--- config.mk ---
export PLATFORM = sky130hd
export DESIGN_NAME = noc_task_streamer
export DESIGN_NICKNAME = d
export VERILOG_FILES = /design/src/rtl/noc_task_streamer_pkg.sv /design/src/rtl/noc_task_streamer_fifo.sv /design/src/rtl/noc_task_streamer.sv
export SDC_FILE = /design/constraint.sdc
export NUM_CORES = 1
export LEC_CHECK = 0
export ABC_AREA = 1
export CORE_MARGIN = 3
export CORE_UTILIZATION = 23
export CTS_CLUSTER_SIZE = 10
export DETAILED_ROUTE_END_ITERATION = 7
export GPL_TIMING_DRIVEN = 0
export SLEW_MARGIN = 10
export SYNTH_ARGS = -nofsm -noshare
export SYNTH_HDL_FRONTEND = slang
export SYNTH_SLANG_ARGS = --single-unit
--- constraint.sdc ---
create_clock -name clk_i -period 2.57 [get_ports clk_i]
set_input_delay 0.3855 -clock clk_i [delete_from_list [all_inputs] [get_ports clk_i]]
set_output_delay 0.3855 -clock clk_i [all_outputs]
set_load 0.01 [all_outputs]
--- src/rtl/noc_task_streamer_pkg.sv ---
// Shared types and sizing helpers for the NoC task streamer.
package noc_task_streamer_pkg;

  typedef enum logic [1:0] {
    IDLE    = 2'd0,
    HEADER  = 2'd1,
    SIZE    = 2'd2,
    PAYLOAD = 2'd3
  } state_t;

  // Flits needed to carry one 32-bit payload word.
  function automatic int calc_fpw(input int flit_size);
    return 32 / flit_size;
  endfunction

  // Longest request whose flit count still fits in a single flit.
  function automatic logic [15:0] max_words(input int flit_size);
    return (flit_size == 16) ? 16'h7FFF : 16'hFFFF;
  endfunction

endpackage

--- src/rtl/noc_task_streamer_fifo.sv ---
// Synchronous single-clock FIFO with a registered occupancy count.
module sync_fifo #(
  parameter int DATA_W = 32,
  parameter int DEPTH  = 8
) (
  input  logic              clk_i,
  input  logic              rst_ni,
  input  logic              push_i,
  input  logic              pop_i,
  input  logic [DATA_W-1:0] data_i,
  output logic              full_o,
  output logic              empty_o,
  output logic [DATA_W-1:0] head_o
);

  localparam int AW = (DEPTH > 1) ? $clog2(DEPTH) : 1;

  if (DEPTH < 2 || (DEPTH & (DEPTH - 1)) != 0) begin : g_bad_depth
    $fatal(1, "sync_fifo: DEPTH must be a power of two and at least 2");
  end

  logic [DATA_W-1:0] mem_q [DEPTH];
  logic [AW-1:0]     wr_ptr_q, rd_ptr_q;
  logic [AW:0]       count_q;
  logic              do_push, do_pop;

  assign full_o  = (count_q == (AW + 1)'(DEPTH));
  assign empty_o = (count_q == '0);
  assign do_push = push_i && !full_o;
  assign do_pop  = pop_i && !empty_o;
  assign head_o  = mem_q[rd_ptr_q];

  // NOTE: the storage array is deliberately not reset; pointers and count alone
  // define which entries are valid, so the array can map onto plain RAM cells.
  always_ff @(posedge clk_i) begin
    if (do_push) mem_q[wr_ptr_q] <= data_i;
  end

  always_ff @(posedge clk_i) begin
    if (!rst_ni) begin
      wr_ptr_q <= '0;
      rd_ptr_q <= '0;
      count_q  <= '0;
    end else begin
      if (do_push) wr_ptr_q <= wr_ptr_q + AW'(1);
      if (do_pop)  rd_ptr_q <= rd_ptr_q + AW'(1);
      count_q <= count_q + (AW + 1)'(do_push) - (AW + 1)'(do_pop);
    end
  end

endmodule

--- src/rtl/noc_task_streamer.sv ---
// Frames packet requests plus a 32-bit word stream into credit-based NoC flits
// (target, flit count, payload) for a router local port.
module noc_task_streamer
  import noc_task_streamer_pkg::*;
#(
  parameter int FLIT_SIZE = 32,
  parameter int BUF_DEPTH = 8
) (
  input  logic                 clk_i,
  input  logic                 rst_ni,
  input  logic                 req_valid_i,
  output logic                 req_ready_o,
  input  logic [15:0]          req_target_i,
  input  logic [15:0]          req_words_i,
  input  logic                 word_valid_i,
  output logic                 word_ready_o,
  input  logic [31:0]          word_i,
  output logic                 tx_o,
  input  logic                 credit_i,
  output logic [FLIT_SIZE-1:0] data_o,
  output logic                 busy_o,
  output logic                 pkt_done_o,
  output logic                 err_o
);

  localparam int FPW = calc_fpw(FLIT_SIZE);

  state_t               state_q, state_d;
  logic [FLIT_SIZE-1:0] target_q, count_q;
  logic [FLIT_SIZE-1:0] target_ext, count_ext, payload_flit;
  logic [15:0]          words_q;
  logic                 half_q, done_q, err_q, done_d;
  logic                 fifo_full, fifo_empty, fifo_pop;
  logic [31:0]          fifo_head;
  logic                 req_fire, req_illegal, payload_xfer, last_half;

  if (FLIT_SIZE == 32) begin : g_flit32
    assign target_ext   = {16'h0000, req_target_i};
    assign count_ext    = {16'h0000, req_words_i};
    assign payload_flit = fifo_head;
  end else if (FLIT_SIZE == 16) begin : g_flit16
    assign target_ext   = req_target_i;
    assign count_ext    = {req_words_i[14:0], 1'b0};
    assign payload_flit = half_q ? fifo_head[15:0] : fifo_head[31:16];
  end else begin : g_bad_flit
    $fatal(1, "noc_task_streamer: FLIT_SIZE must be 16 or 32");
  end

  assign req_ready_o  = rst_ni && (state_q == IDLE);
  assign req_fire     = req_valid_i && req_ready_o;
  assign req_illegal  = (req_words_i > max_words(FLIT_SIZE));
  assign last_half    = (FPW == 1) || half_q;
  assign payload_xfer = (state_q == PAYLOAD) && !fifo_empty && credit_i;
  assign fifo_pop     = payload_xfer && last_half;
  assign word_ready_o = !fifo_full;
  assign busy_o       = (state_q != IDLE);
  assign pkt_done_o   = done_q;
  assign err_o        = err_q;

  sync_fifo #(
    .DATA_W(32),
    .DEPTH (BUF_DEPTH)
  ) u_fifo (
    .clk_i  (clk_i),
    .rst_ni (rst_ni),
    .push_i (word_valid_i),
    .pop_i  (fifo_pop),
    .data_i (word_i),
    .full_o (fifo_full),
    .empty_o(fifo_empty),
    .head_o (fifo_head)
  );

  always_ff @(posedge clk_i) begin
    if (!rst_ni) state_q <= IDLE;
    else         state_q <= state_d;
  end

  // tx_o/data_o decode only state and registered FIFO contents, so credit_i
  // never reaches them combinationally.
  always_comb begin
    // NOTE: every output of this block gets a default first, so no path through
    // the case statement can leave a latch behind.
    state_d = state_q;
    tx_o    = 1'b0;
    data_o  = '0;
    done_d  = 1'b0;
    unique case (state_q)
      IDLE: begin
        if (req_fire && !req_illegal) state_d = HEADER;
      end
      HEADER: begin
        tx_o   = 1'b1;
        data_o = target_q;
        if (credit_i) state_d = SIZE;
      end
      SIZE: begin
        tx_o   = 1'b1;
        data_o = count_q;
        if (credit_i) begin
          if (words_q == '0) begin
            state_d = IDLE;
            done_d  = 1'b1;
          end else begin
            state_d = PAYLOAD;
          end
        end
      end
      PAYLOAD: begin
        tx_o   = !fifo_empty;
        data_o = payload_flit;
        if (fifo_pop && words_q == 16'd1) begin
          state_d = IDLE;
          done_d  = 1'b1;
        end
      end
      default: state_d = IDLE;
    endcase
  end

  always_ff @(posedge clk_i) begin
    if (!rst_ni) begin
      target_q <= '0;
      count_q  <= '0;
      words_q  <= '0;
      half_q   <= 1'b0;
      done_q   <= 1'b0;
      err_q    <= 1'b0;
    end else begin
      done_q <= done_d;
      err_q  <= req_fire && req_illegal;
      if (req_fire && !req_illegal) begin
        target_q <= target_ext;
        count_q  <= count_ext;
        words_q  <= req_words_i;
        half_q   <= 1'b0;
      end
      if (fifo_pop) words_q <= words_q - 16'd1;
      if (payload_xfer && FPW == 2) half_q <= !half_q;
    end
  end

endmodule

Word level (Yosys, flattened, before mapping). Memories as Yosys holds them, arrays and structs flattened. A register that Yosys moved wholly into a read port is not among the register bits. Cells that the tools add are included.

$add $sub $neg: 5. Shifts and indexed selects: 0. Divide/modulo/power cells: 0. Order comparisons: 1. Multiply operators: 0. Bitwise logic cells: 0. Multiplexer cells: 18. Eq/ne operators: 9. Reduce and logical (&&, ||, !) cells: 19.

Operators with widths (count): one-hot mux 32 bit (3 select lines) (1); two-way mux 16 bit (2); == test 16 x 1 -> 1 bit (second input constant) (1); greater-than comparator 16 bit (second input constant) (1); zero test 16 bit (1); subtractor 16 x 1 -> 16 bit (second input constant) (1); two-way mux 2 bit (5); logical AND 1 bit (9); one-hot mux 2 bit (4 select lines) (1); adder 3 x 1 -> 3 bit (second input constant) (2); two-way mux 3 bit (2); two-way mux 1 bit (5); adder 4 x 1 -> 4 bit (1); == test 2 bit (second input constant) (2); == test 4 bit (second input constant) (1); zero test 4 bit (1); != test 2 x 1 -> 1 bit (second input constant) (2); != test 2 bit (second input constant) (2); one-hot mux 1 bit (2 select lines) (2); AND reduction 4 bit (1); nonzero test 2 bit (2); subtractor 4 x 1 -> 4 bit (1); zero test 1 bit (3); == test 2 x 1 -> 1 bit (second input constant) (1); other kinds (2) (2).

Word-level logic and storage cells: 62. Memory bits (writable): 256. Bits of input ports: 69. Memories: 1. Flip-flop bits (word level): 62. Output and inout bits: 38. Latch bits: 0. ROM bits: 0.

Memories: u_fifo.mem_q (words 8, bits a word 32, read ports 1, clocked after memory_dff 1, write ports 1, line noc_task_streamer_fifo.sv:22) `logic [DATA_W-1:0] mem_q [DEPTH];`.

Logic depth before layout (Yosys ltp).
Depth after elaboration: 7. Depth in mapped cells: 12. Depth with buffers taken out: 12.

Hierarchy. From an unflattened synthesis, not the netlist that was laid out.

Cells, all modules: 1708. Area, all modules: 14883.0 µm².

By module, submodules not included: sync_fifo (area each 11876.4 µm², cells an instance 1208, instances 1, seq. area each 7947.6 µm²); noc_task_streamer (area each 3006.6 µm², cells an instance 500, instances 1, seq. area each 1021.0 µm²).

Least setup slack after synthesis. No wires, ideal clock.

Path type: register to register. Start point: register u_fifo.count_q[2]. End point: memory u_fifo.mem_q[0][0], enable pin. Library setup time: 0.421 ns. Setup slack: -0.202 ns. Arrival time: 2.351 ns. Cell stages (with the launch flop): 8. Required time: 2.149 ns. Path buffers: 0. Period minus slack after synthesis: 2.772 ns. Path through: dfxtp_1 -> inv_1 -> ha_1 -> nand2_1 -> nand2_1 -> inv_1 -> nand2_1 -> nor2_1.

Word-level cells in the longest chain between the ends: 5.

Ends and longest elaborated chain: from (decl) (line noc_task_streamer_fifo.sv:24) `logic [AW:0] count_q;`; from (signal assigned) (line noc_task_streamer_fifo.sv:47) `count_q <= count_q + (AW + 1)'(do_push) - (AW + 1)'(do_pop);`; == test 4 bit (line noc_task_streamer_fifo.sv:27) `assign full_o = (count_q == (AW + 1)'(DEPTH));`; zero test 1 bit; net word_ready_o (line noc_task_streamer.sv:16) `output logic word_ready_o,`; logical AND 1 bit (line noc_task_streamer_fifo.sv:29) `assign do_push = push_i && !full_o;`; net u_fifo.do_push (line noc_task_streamer_fifo.sv:25) `logic do_push, do_pop;`; two-way mux 1 bit (line noc_task_streamer_fifo.sv:36) `if (do_push) mem_q[wr_ptr_q] <= data_i;`; two-way mux 1 bit (implied by the code) (line noc_task_streamer_fifo.sv:36); to (decl) (line noc_task_streamer_fifo.sv:22).

The timed path passes the listed nets, and every way through them passes these cells.

==> results.py <==
metrics = {
    "job": {
        "cap_viol_max_count": 0,
    },
    "clock_tree": {
        "clock_sinks": 320,
        "cts_max_path_buffers": 3,
        "clk_pin_slew_ns": 0.06,
        "clk_latency_ns": 0.53,
        "cts_tree": "built",
        "cts_made_buffers": 38,
        "htreeDepth": 2,
        "cts-root-buf": "clkbuf_16",
        "cts_hold_buf": 0,
    },
    "setup_path": {
        "r2r-start": "u_fifo.count_q[2]$_SDFF_PN0_",
        "worstPathRequired_ns": 2.18,
        "path_delay_family": "buffers and inverters",
        "path_class": "flip-flop to primary output",
        "endpoint_kind": "primary output",
        "path_buf_inv": 3,
        "cp.arrival_ns": 2.21,
        "critPathMaxStageDelay_ns": 0.41,
        "start_kind": "flip-flop",
        "crit_chain": "buf_8, buf_4, nor2_1, o211ai_1, nand3_2, a21oi_2, buf_2",
        "crit_slowest_cell": "dfxtp_4",
        "worstPathMaxFanout": 10,
    },
    "synth": {
        "ys.flop_type": "edfxtp_1",
        "ys_async_sr_fraction_pct": 0,
        "yosys_register_bits": 320,
        "synth_cells": 1230,
        "ys_seq_area_share_pct": 66.9,
        "yosysWarningCount": 0,
        "syn_area_um2": 13400,
        "synth.avg_cell_area_um2": 10.9,
        "syn_nets": 1315,
        "synth_edf_count": 256,
        "synth_cell_types": 40,
    },
    "pwr": {
        "leakage_nw": 5.89,
        "p_per_area_nw_per_um2": 754,
        "vdd_drop_max_mv": 0.394,
    },
    "routing": {
        "first_pass_iters": 5,
        "vias": 9855,
        "dr.first_iter.drc_count": 1072,
        "drt_wl_total_mm": 40.3,
        "routedWlPerCell_um": 18.6,
        "drc_errors": 0,
        "viasPerCell": 4.54,
        "detail-route-antenna-nets": 0,
    },
    "finish": {
        "drive_gt1_share_pct": 16.4,
        "final_cells": 2169,
        "areaGrowthSynthToFinish_pct": 28.5,
        "fillerInstances": 5857,
        "fin_area_um2": 17200,
        "nNetsFinal": 1481,
    },
    "floorplanning": {
        "design.portCount": 107,
        "core_area_um2": 57000,
        "rows": 87,
        "start_util_pct": 23.5,
        "die_w_um": 247,
        "die_area_um2": 61200,
        "dieHeight_um": 247,
    },
    "place": {
        "port_buffers": 105,
        "dp.cells": 2099,
        "place_congestion": 0.860,
        "placed_cell_area_um2": 15600,
        "dp_hpwl_mm": 26.7,
    },
    "timing": {
        "fmax_ghz": 0.385,
        "relSlewSlack_pct": 52.6,
        "fin_ws_ns": -0.0246,
        "min_period_ns": 2.59,
        "min_period_over_period_pct": 101,
        "maxSlewViolCount": 0,
        "tightest_slew_ns": 0.710,
        "grt_setup_unrepaired": "yes",
        "finalSetupViolations": 2,
        "skew_ns": 0.00740,
        "finalHoldViolCount": 0,
    },
    "grt": {
        "grt_max_degree": 24,
        "antenna_found_initial": 4,
        "grt_pass1_wl_mm": 59.5,
        "gr-total-overflow": 0,
        "grt_pass1_vias": 9781,
        "grtUsageTotal_pct": 12.8,
    },
    "outcome": {
        "failed_checks": "negative setup slack",
        "status": "finished, violations left",
    },
    "min_path": {
        "min_from": "target_q[5]$_SDFFE_PN0P_",
        "hold_path.class": "flip-flop to flip-flop",
    },
}
## flip-flops by register name, indices dropped and copies added, names as in the netlist, named ones only
| signal | count |
|---|---|
| u_fifo.count_q | 4 |
| u_fifo.mem_q | 256 |
| target_q | 16 |
| u_fifo.rd_ptr_q | 3 |
| words_q | 16 |
| state_q | 2 |
| count_q | 16 |
| pkt_done_o | 1 |
| u_fifo.wr_ptr_q | 3 |
## synthesized netlist by cell type, drive strengths merged (2+ instances only)
library cell / number / area [µm²]
a21oi: 68 / 340
a31oi: 20 / 125
buf: 46 / 300
clkbuf: 26 / 101
dfxtp: 64 / 1280
edfxtp: 256 / 7690
ha: 15 / 188
inv: 79 / 302
nand2: 110 / 444
nand3: 33 / 178
nand4: 3 / 18.8
nor2: 248 / 953
nor3: 2 / 10.0
o211ai: 34 / 255
o21ai: 189 / 946
o22ai: 20 / 125
or2: 2 / 12.5
xnor2: 2 / 17.5
xor2: 5 / 43.8
## final cells by class
type                    instances  area (µm²)  share of cell area (%)
flip-flops and latches        320        8980                    52.2
multi-input cells             758        3980                    23.1
repair buffers                128        1280                    7.47
clock buffers                  49        1010                    5.89
well taps                     756         946                    5.50
plain buffers                  70         634                    3.69
inverters                      80         313                    1.82
clock inverters                 5        48.8                   0.284
diodes                          3        7.51                  0.0436
## worst register-to-register path, cell delays in order, from the launching register on
cell	delay, ns
dfxtp_1	0.30
inv_1	0.06
ha_1	0.20
nand2_1	0.12
nand2_1	0.14
inv_1	0.16
nand2_1	0.28
nor2_4	0.49
buf_12	0.28
## per-layer routing
metal	wire [µm]	track usage [%]	share of wire [%]	vias to the layer above
met5	17	0	0.042	-
met4	759	3.45	1.9	2
met3	3290	2.90	8.2	69
met2	18200	20.5	45	356
met1	18100	17.6	45	4769
li1	-	-	-	4659
## path summary, 6_finish.rpt
check                                                endpoint  slack [ns]  cells past startpoint
worst max register to register  u_fifo.mem_q[0][20]$_DFFE_PP_        0.21                      8
worst min-delay path                 target_q[5]$_SDFFE_PN0P_        0.45                      2
worst min register to register       target_q[5]$_SDFFE_PN0P_        0.45                      2
worst max-delay path                                data_o[1]       -0.02                      7
## kinds of logic (layout without fill, tap and decap cells)
group / Yosys count / count (layout) / synth area share (%)
AOI/OAI and AO/OA: 336 / 336 / 13.7
other: 1 / 4 / 0.0280
adders and majority gates: 16 / 16 / 1.55
buffers and inverters: 152 / 332 / 5.28
DFF: 320 / 320 / 66.9
and+or+nand+nor: 398 / 398 / 12.1
xor gates and xnor gates: 7 / 7 / 0.458
## through the flow
| stage | worst slack (ns) | total power [mW] | hold WS [ns] | util (%) | TNS (ns) |
|---|---|---|---|---|---|
| finish | -0.0246 | 13.0 | 0.450 | 30.2 | -0.0253 |
| floorplan | -0.202 | 7.33 | 0.425 | - | -25.90 |
| detailed placement | -0.589 | 8.12 | 0.440 | 27.4 | -13.96 |
| global route | -0.0790 | 13.5 | 0.477 | 30.2 | -0.785 |
| CTS | -0.0367 | 13.0 | 0.451 | 29.8 | -0.182 |
| global placement | -1.98 | 8.02 | 0.435 | 27.0 | -351.51 |
## placed cells by master, fill, tap and decap left out, types with 17 or more instances in the layout
cell type and count:
a21oi_1 53, a31oi_1 17, buf_2 39, buf_4 23
clkbuf_1 18, clkbuf_16 41, clkdlybuf4s50_1 72, dfxtp_1 60
edfxtp_1 256, inv_1 71, nand2_1 105, nand3_1 22
nor2_1 231, o211ai_1 34, o21ai_0 144, o21ai_1 40
o22ai_1 20
## repair_timing
item                       CTS  global route
setup endpoints to repair   33            66
cloned                       2             2
buffers inserted             5             6
resized for setup          237            58
pin swaps                   32            32
## where the power goes
part / internal [mW] / total (mW) / switching (mW)
combinational: 0.743 / 2.08 / 1.34
clock: 2.75 / 4.79 / 2.04
sequential: 5.98 / 6.11 / 0.134
total: 9.47 / 13.0 / 3.51
Note: power is estimated with default switching activity, not from simulation.
